`src/rtl/universal_shift_reg.sv`:
```
// Universal shift register: hold / shift right / shift left / parallel load with a
// saturating shift counter and full flag. Define SHIFT_ROTATE_EN to add the rot port.
module universal_shift_reg #(
   parameter int               WIDTH     = 8,
   parameter logic [WIDTH-1:0] RESET_VAL = '0
) (
   input  logic                       clk,
   input  logic                       reset,
   input  logic                       en,
   input  logic [1:0]                 mode,
   input  logic                       din,
   input  logic [WIDTH-1:0]           pin,
`ifdef SHIFT_ROTATE_EN
   input  logic                       rot,
`endif
   output logic                       qout,
   output logic [WIDTH-1:0]           pout,
   output logic [$clog2(WIDTH+1)-1:0] cnt,
   output logic                       full
);

   localparam int            CW      = $clog2(WIDTH+1);
   localparam logic [CW-1:0] CNT_MAX = CW'(WIDTH);

   localparam logic [1:0] MODE_HOLD  = 2'b00;
   localparam logic [1:0] MODE_RIGHT = 2'b01;
   localparam logic [1:0] MODE_LEFT  = 2'b10;
   localparam logic [1:0] MODE_LOAD  = 2'b11;

   typedef enum logic {DIR_RIGHT = 1'b0, DIR_LEFT = 1'b1} dir_e;

   logic [WIDTH-1:0] q_q, q_d;
   logic [CW-1:0]    cnt_q, cnt_d;
   logic             full_q, full_d;
   dir_e             dir_q, dir_d;
   logic             fb_right, fb_left;
   logic [CW-1:0]    cnt_inc;

   // Bit entering the register on a shift: serial input, or the bit leaving the other end.
`ifdef SHIFT_ROTATE_EN
   assign fb_right = rot ? q_q[0]       : din;
   assign fb_left  = rot ? q_q[WIDTH-1] : din;
`else
   assign fb_right = din;
   assign fb_left  = din;
`endif

   assign cnt_inc = (cnt_q == CNT_MAX) ? cnt_q : cnt_q + 1'b1;

   always_comb begin
      q_d   = q_q;
      cnt_d = cnt_q;
      dir_d = dir_q;
      if (en) begin
         case (mode)
            MODE_HOLD: ;
            MODE_RIGHT: begin
               q_d   = {fb_right, q_q[WIDTH-1:1]};
               cnt_d = cnt_inc;
               dir_d = DIR_RIGHT;
            end
            MODE_LEFT: begin
               q_d   = {q_q[WIDTH-2:0], fb_left};
               cnt_d = cnt_inc;
               dir_d = DIR_LEFT;
            end
            MODE_LOAD: begin
               q_d   = pin;
               cnt_d = '0;
            end
            default: ;
         endcase
      end
      full_d = (cnt_d == CNT_MAX);
   end

   always_ff @(posedge clk or posedge reset) begin
      if (reset) begin
         q_q    <= RESET_VAL;
         cnt_q  <= '0;
         full_q <= 1'b0;
         dir_q  <= DIR_RIGHT;
      end else begin
         q_q    <= q_d;
         cnt_q  <= cnt_d;
         full_q <= full_d;
         dir_q  <= dir_d;
      end
   end

   assign pout = q_q;
   assign cnt  = cnt_q;
   assign full = full_q;
   assign qout = (dir_q == DIR_LEFT) ? q_q[WIDTH-1] : q_q[0];

endmodule

```
`config.mk`:
```
export PLATFORM = sky130hd
export DESIGN_NAME = universal_shift_reg
export DESIGN_NICKNAME = d
export VERILOG_FILES = /design/src/rtl/universal_shift_reg.sv
export SDC_FILE = /design/constraint.sdc
export NUM_CORES = 1
export LEC_CHECK = 0
export CAP_MARGIN = 30
export CORE_MARGIN = 5
export CORE_UTILIZATION = 39
export CTS_CLUSTER_DIAMETER = 30
export DETAILED_ROUTE_END_ITERATION = 10
export PLACE_DENSITY = 0.79
export SETUP_SLACK_MARGIN = 0.5
export SLEW_MARGIN = 20
export SYNTH_ARGS = -nofsm -noshare
export SYNTH_HDL_FRONTEND = slang
export SYNTH_SLANG_ARGS = --single-unit
```
`constraint.sdc`:
```
create_clock -name clk -period 1.4 [get_ports clk]
set_input_delay 0.21 -clock clk [delete_from_list [all_inputs] [get_ports clk]]
set_output_delay 0.21 -clock clk [all_outputs]
set_load 0.05 [all_outputs]
```
==> results <==
[flip-flops by register name (all words and copies together), names as in the netlist]
register  count
dir_q         1
cnt           4
pout          8
full          1
[stage by stage]
step           setup slack (ns)  utilization [%]  setup TNS (ns)  hold WS [ns]
4_1_cts                  0.0169             85.1               0         0.239
3_3_place_gp             -0.398             73.1           -4.12         0.517
6_report               -0.00478             90.5        -0.00478         0.231
2_1_floorplan           -0.0611                -          -0.107        0.0985
5_1_grt                 -0.0482             90.5         -0.0583         0.246
3_5_place_dp             -0.485             73.1           -5.01         0.528
[cell type report]
type / instances / area share, %
Multi-Input combinational cell: 63 / 33.9
Inverter: 5 / 2.04
Timing Repair Buffer: 59 / 39.5
Tap cell: 27 / 1.90
Clock buffer: 4 / 2.04
Sequential cell: 14 / 20.6
[metal layers]
metal  GRT usage, %  vias up
met5              0        -
met4           5.21        0
met3           4.90       13
met2           40.0       52
met1           23.6      456
li1               -      427
[worst max path at each step]
stage,from,end
finish,cnt[0],full
global route,cnt[0],full
CTS,cnt[1],full
detailed placement,mode[0],full
global placement,mode[0],full
floorplan,cnt[0],full
[kinds of logic (layout without fill, tap and decap cells)]
group | count (synthesis) | in the layout
multiplexers | 2 | 2
adder cells (fa/ha/maj) | 5 | 5
flip-flops | 14 | 14
AND/OR/NAND/NOR | 25 | 25
buffers and inverters | 9 | 68
AO/OA/AOI/OAI | 31 | 31
[critical path: stages (launching register included)]
cell and delay, ns:
dfrtp_2 0.40, inv_2 0.06, ha_4 0.15, and3b_2 0.24
o21ai_2 0.16, nand2b_4 0.06, nor4b_2 0.24
[cell usage after synthesis, drive strengths merged]
cell type	number	area [sq um]
buf	4	20.0
nor3	1	5.00
nor4b	1	15.0
o21ai	13	65.1
a22o	8	70.1
a21oi	9	45.0
inv	5	18.8
or3	1	7.51
mux2	2	22.5
nand2b	2	12.5
nand3	2	10.0
nand3b	2	18.8
nor2	1	3.75
and3b	1	8.76
ha	5	62.6
dfrtp	14	350
o311ai	1	16.3
nor2b	1	8.76
nand2	13	48.8
[cells in the final DEF (no fill, tap or decap), drive strengths merged]
cell           synthesis  routed
a21oi                  9       9
a22o                   8       8
and3b                  1       1
buf                    4      48
clkbuf                 0       4
clkdlybuf4s50          0      10
dfrtp                 14      14
dlygate4sd2            0       1
ha                     5       5
inv                    5       5
mux2                   2       2
nand2                 13      13
nand2b                 2       2
nand3                  2       2
nand3b                 2       2
nor2                   1       1
nor2b                  1       1
nor3                   1       1
nor4b                  1       1
o21ai                 13      13
o311ai                 1       1
or3                    1       1
[report_power, final]
part           internal, uW  total (uW)  switching (uW)
logic                   924        1810             888
clock network           158         302             144
registers               522         652             130
total                  1600        2770            1160
[timing repair]
item,4_1_cts,5_1_grt
pin swaps,16,12
endpoints found under the hold margin,0,0
resized for setup,39,15
setup buffers,15,4
setup endpoints to repair,28,28
==> run_results.csv <==
group,metric,value,unit
clock_tree,clk_path_buf_depth,2,
timing,setup-violations-final,1,
timing,rsz0062_at_grt,"yes",
timing,slew_headroom,77.5,%
floorplanning,die_area,3090,sq um
synthesis,synth_cells,86,
critical_path,start_kind,"flop",
timing,skew,0.00673,ns
global_routing,antenna_found_initial,0,
synthesis,synth_fa_ha_area_share,7.73,%
outcome,violations,"negative setup slack",
outcome,outcome,"complete, but fails checks",
critical_path,crit_path_max_fanout,4,
synthesis,syn_area_per_cell,9.41,sq um
timing,fmax,712,MHz
synthesis,ys.warnings.count,0,
layout,num-fill-cells,76,
pwr,ir_drop,1.82,mV
synthesis,synth_compound_area_share,24.3,%
placement,hpwlAfterDp,1970,um
floorplanning,fp-row-count,16,
synthesis,synth-simple-area-share,17.2,%
critical_path,cp_data_required_time,1.59,ns
routing,drtPass1Iterations,4,
routing,dr_wl_met2,1740,um
routing,drcViolationCount,0,
synthesis,synthMuxAreaShare,2.78,%
global_routing,gr-total-overflow,0,
clock_tree,cts.sinks,14,
clock_tree,clock_latency,0.29,ns
synthesis,synth-seq-cells,14,
critical_path,r2r_cells,6,
synthesis,synth_xor_area_share,0,%
routing,wl_met3,198,um
critical_path,critPathKind,"reg -> reg",
timing,finalCritPeriodShare,100,%
floorplanning,ios,28,
critical_path,rrSetupSlack,-0.005,ns
layout,final_nets,165,
layout,stdcell_count,172,
critical_path,timing.rr.start,"cnt[0]",
worst_hold_path,hold_path_class,"in -> async",
layout,area_growth,119,%
timing,drv_slew,0,
synthesis,syn-cell-area,810,sq um
pwr,power.leakage,0.000768,uW
routing,ant_nets,0,
layout,finalInstanceArea,1780,sq um
critical_path,endpoint_kind,"flop",
synthesis,ys_types,21,
placement,io_buffers,27,
floorplanning,coreArea,1960,sq um
layout,regArea,365,sq um
synthesis,synthesis.nets,105,
routing,routed.top_layer,"met4",
floorplanning,initial_core_util,41.3,%
routing,met1_length,1170,um
pwr,cellPowerDensity,1560,nW/um^2
floorplanning,die_w,55.6,um
clock_tree,cts_tree,"yes",
routing,wl_per_cell,18.6,um
routing,drt_wl_total,3200,um
flow_run,cap_violations,0,
timing,hold_viol,0,
clock_tree,hold_buffers,0,
global_routing,grt_max_degree,18,
critical_path,regToRegEndpoint,"full",
global_routing,grt_pass1_wl,5220,um
clock_tree,root_buffer,"clkbuf_4",
routing,vias,948,
clock_tree,clkTransAtPathRegs,0.09,ns
synthesis,ys_seq_area_share,43.3,%
synthesis,synth_top_family_by_area,"compound AO/OA/AOI/OAI gates",
floorplanning,fp.dieH,55.6,um
critical_path,arrival,1.60,ns
layout,drive_gt1_share,69.0,%
clock_tree,htree_levels,1,
layout,multi_input_area,602,sq um
layout,antennaDiodeCount,0,
placement,place.gp.congestion,0.832,
placement,dpl_cell_area,1430,sq um
placement,dp_cells,149,
routing,drtIter0Drc,29,
pwr,power,2770,uW
global_routing,grt_util_all_layers,21.2,%
global_routing,grt_pass1_vias,991,
timing,worst_pin_slew,0.337,ns
timing,fin_ws,-0.00478,ns
routing,vias_per_cell,5.51,
timing,finalCriticalPeriod,1.40,ns
clock_tree,cts_made_buffers,3,
Note: power is estimated with default switching activity, not from simulation.
==> edit, RTL diff (same flow settings) <==
Change the parameter `WIDTH` from 8 to 16.
--- a/src/rtl/universal_shift_reg.sv
+++ b/src/rtl/universal_shift_reg.sv
@@ -1,7 +1,7 @@
 // Universal shift register: hold / shift right / shift left / parallel load with a
 // saturating shift counter and full flag. Define SHIFT_ROTATE_EN to add the rot port.
 module universal_shift_reg #(
-   parameter int               WIDTH     = 8,
+   parameter int               WIDTH     = 16,
    parameter logic [WIDTH-1:0] RESET_VAL = '0
 ) (
    input  logic                       clk,
Interface: changed (resized cnt, pin and pout); port bits go from 28 to 45. No check against the original RTL was run, so the function may have changed too.
==> edit against the original RTL <==
  * The run now fails in 5_1_grt
  * Synthesized area is 56% higher
==> edit: results (changes against the original RTL) <==
| Metric | Value |
|---|---|
| Status | aborted with a tool error |
| Last stage reached | 5_1_grt |
| Error | [ERROR DPL-0038] Utilization greater than 100%, impossible to legalize |
| Mapped cell area | 1270 um2 (+56%) |
| H-tree levels | 1 (unchanged) |
| CTS buffer count | 3 (unchanged) |
| Syn nets | 167 (+59%) |
| Root Driver | clkbuf_4 |
| Final GP Congestion | 0.902 (+8.5%) |
| Yosys cell types | 27 (+29%) |
| Port bufs | 44 (+63%) |
| Synthesized flop and latch total | 23 (+9) |
| Dpl cell area | 2270 um2 (+58%) |
| Worst endpoint pin kind | register data pin |
| Largest net degree at the start of global routing | 24 |
| Seq/Total Area, Yosys | 0.455 (+0.0218) |
| CTS max path bufs | 2 (unchanged) |
| Dominant cells by area after synthesis | dfrtp_1 45%, a22oi_1 9.5%, a31oi_1 8.4% |
| Post-DP HPWL | 2.92 mm (+49%) |
| Syn. warnings | 0 (unchanged) |
| Synth cell count leaders | 23 x dfrtp_1, 22 x nand2_1, 18 x nor2_1, 17 x a31oi_1, 16 x a22oi_1 |
| Worst endpoint, post-GRT repair | full$_DFF_PP0_/D |
| Async SR Flop Fraction | 1.00 (unchanged) |
## edit: kinds of logic after synthesis
| logic type | synth area share |
|---|---|
| adder cells (fa/ha/maj) | 0.0494 |
| AND/OR/NAND/NOR | 0.193 |
| flip-flops | 0.455 |
| AO/OA/AOI/OAI | 0.234 |
| multiplexers | 0.0178 |
| buffers and inverters | 0.0514 |
## edit: through the flow
stage | TNS [ns] | cells | setup WS [ns]
2_1_floorplan | -0.213 | 140 | -0.212
3_3_place_gp | -10.18 | 243 | -0.594
3_5_place_dp | -11.41 | 243 | -0.691
4_1_cts | -0.170 | 274 | -0.121
## edit: repair_timing
item / 4_1_cts
setup buffers: 24
resized for setup: 54
setup endpoints to repair: 46
pin swaps: 4
gates cloned: 3
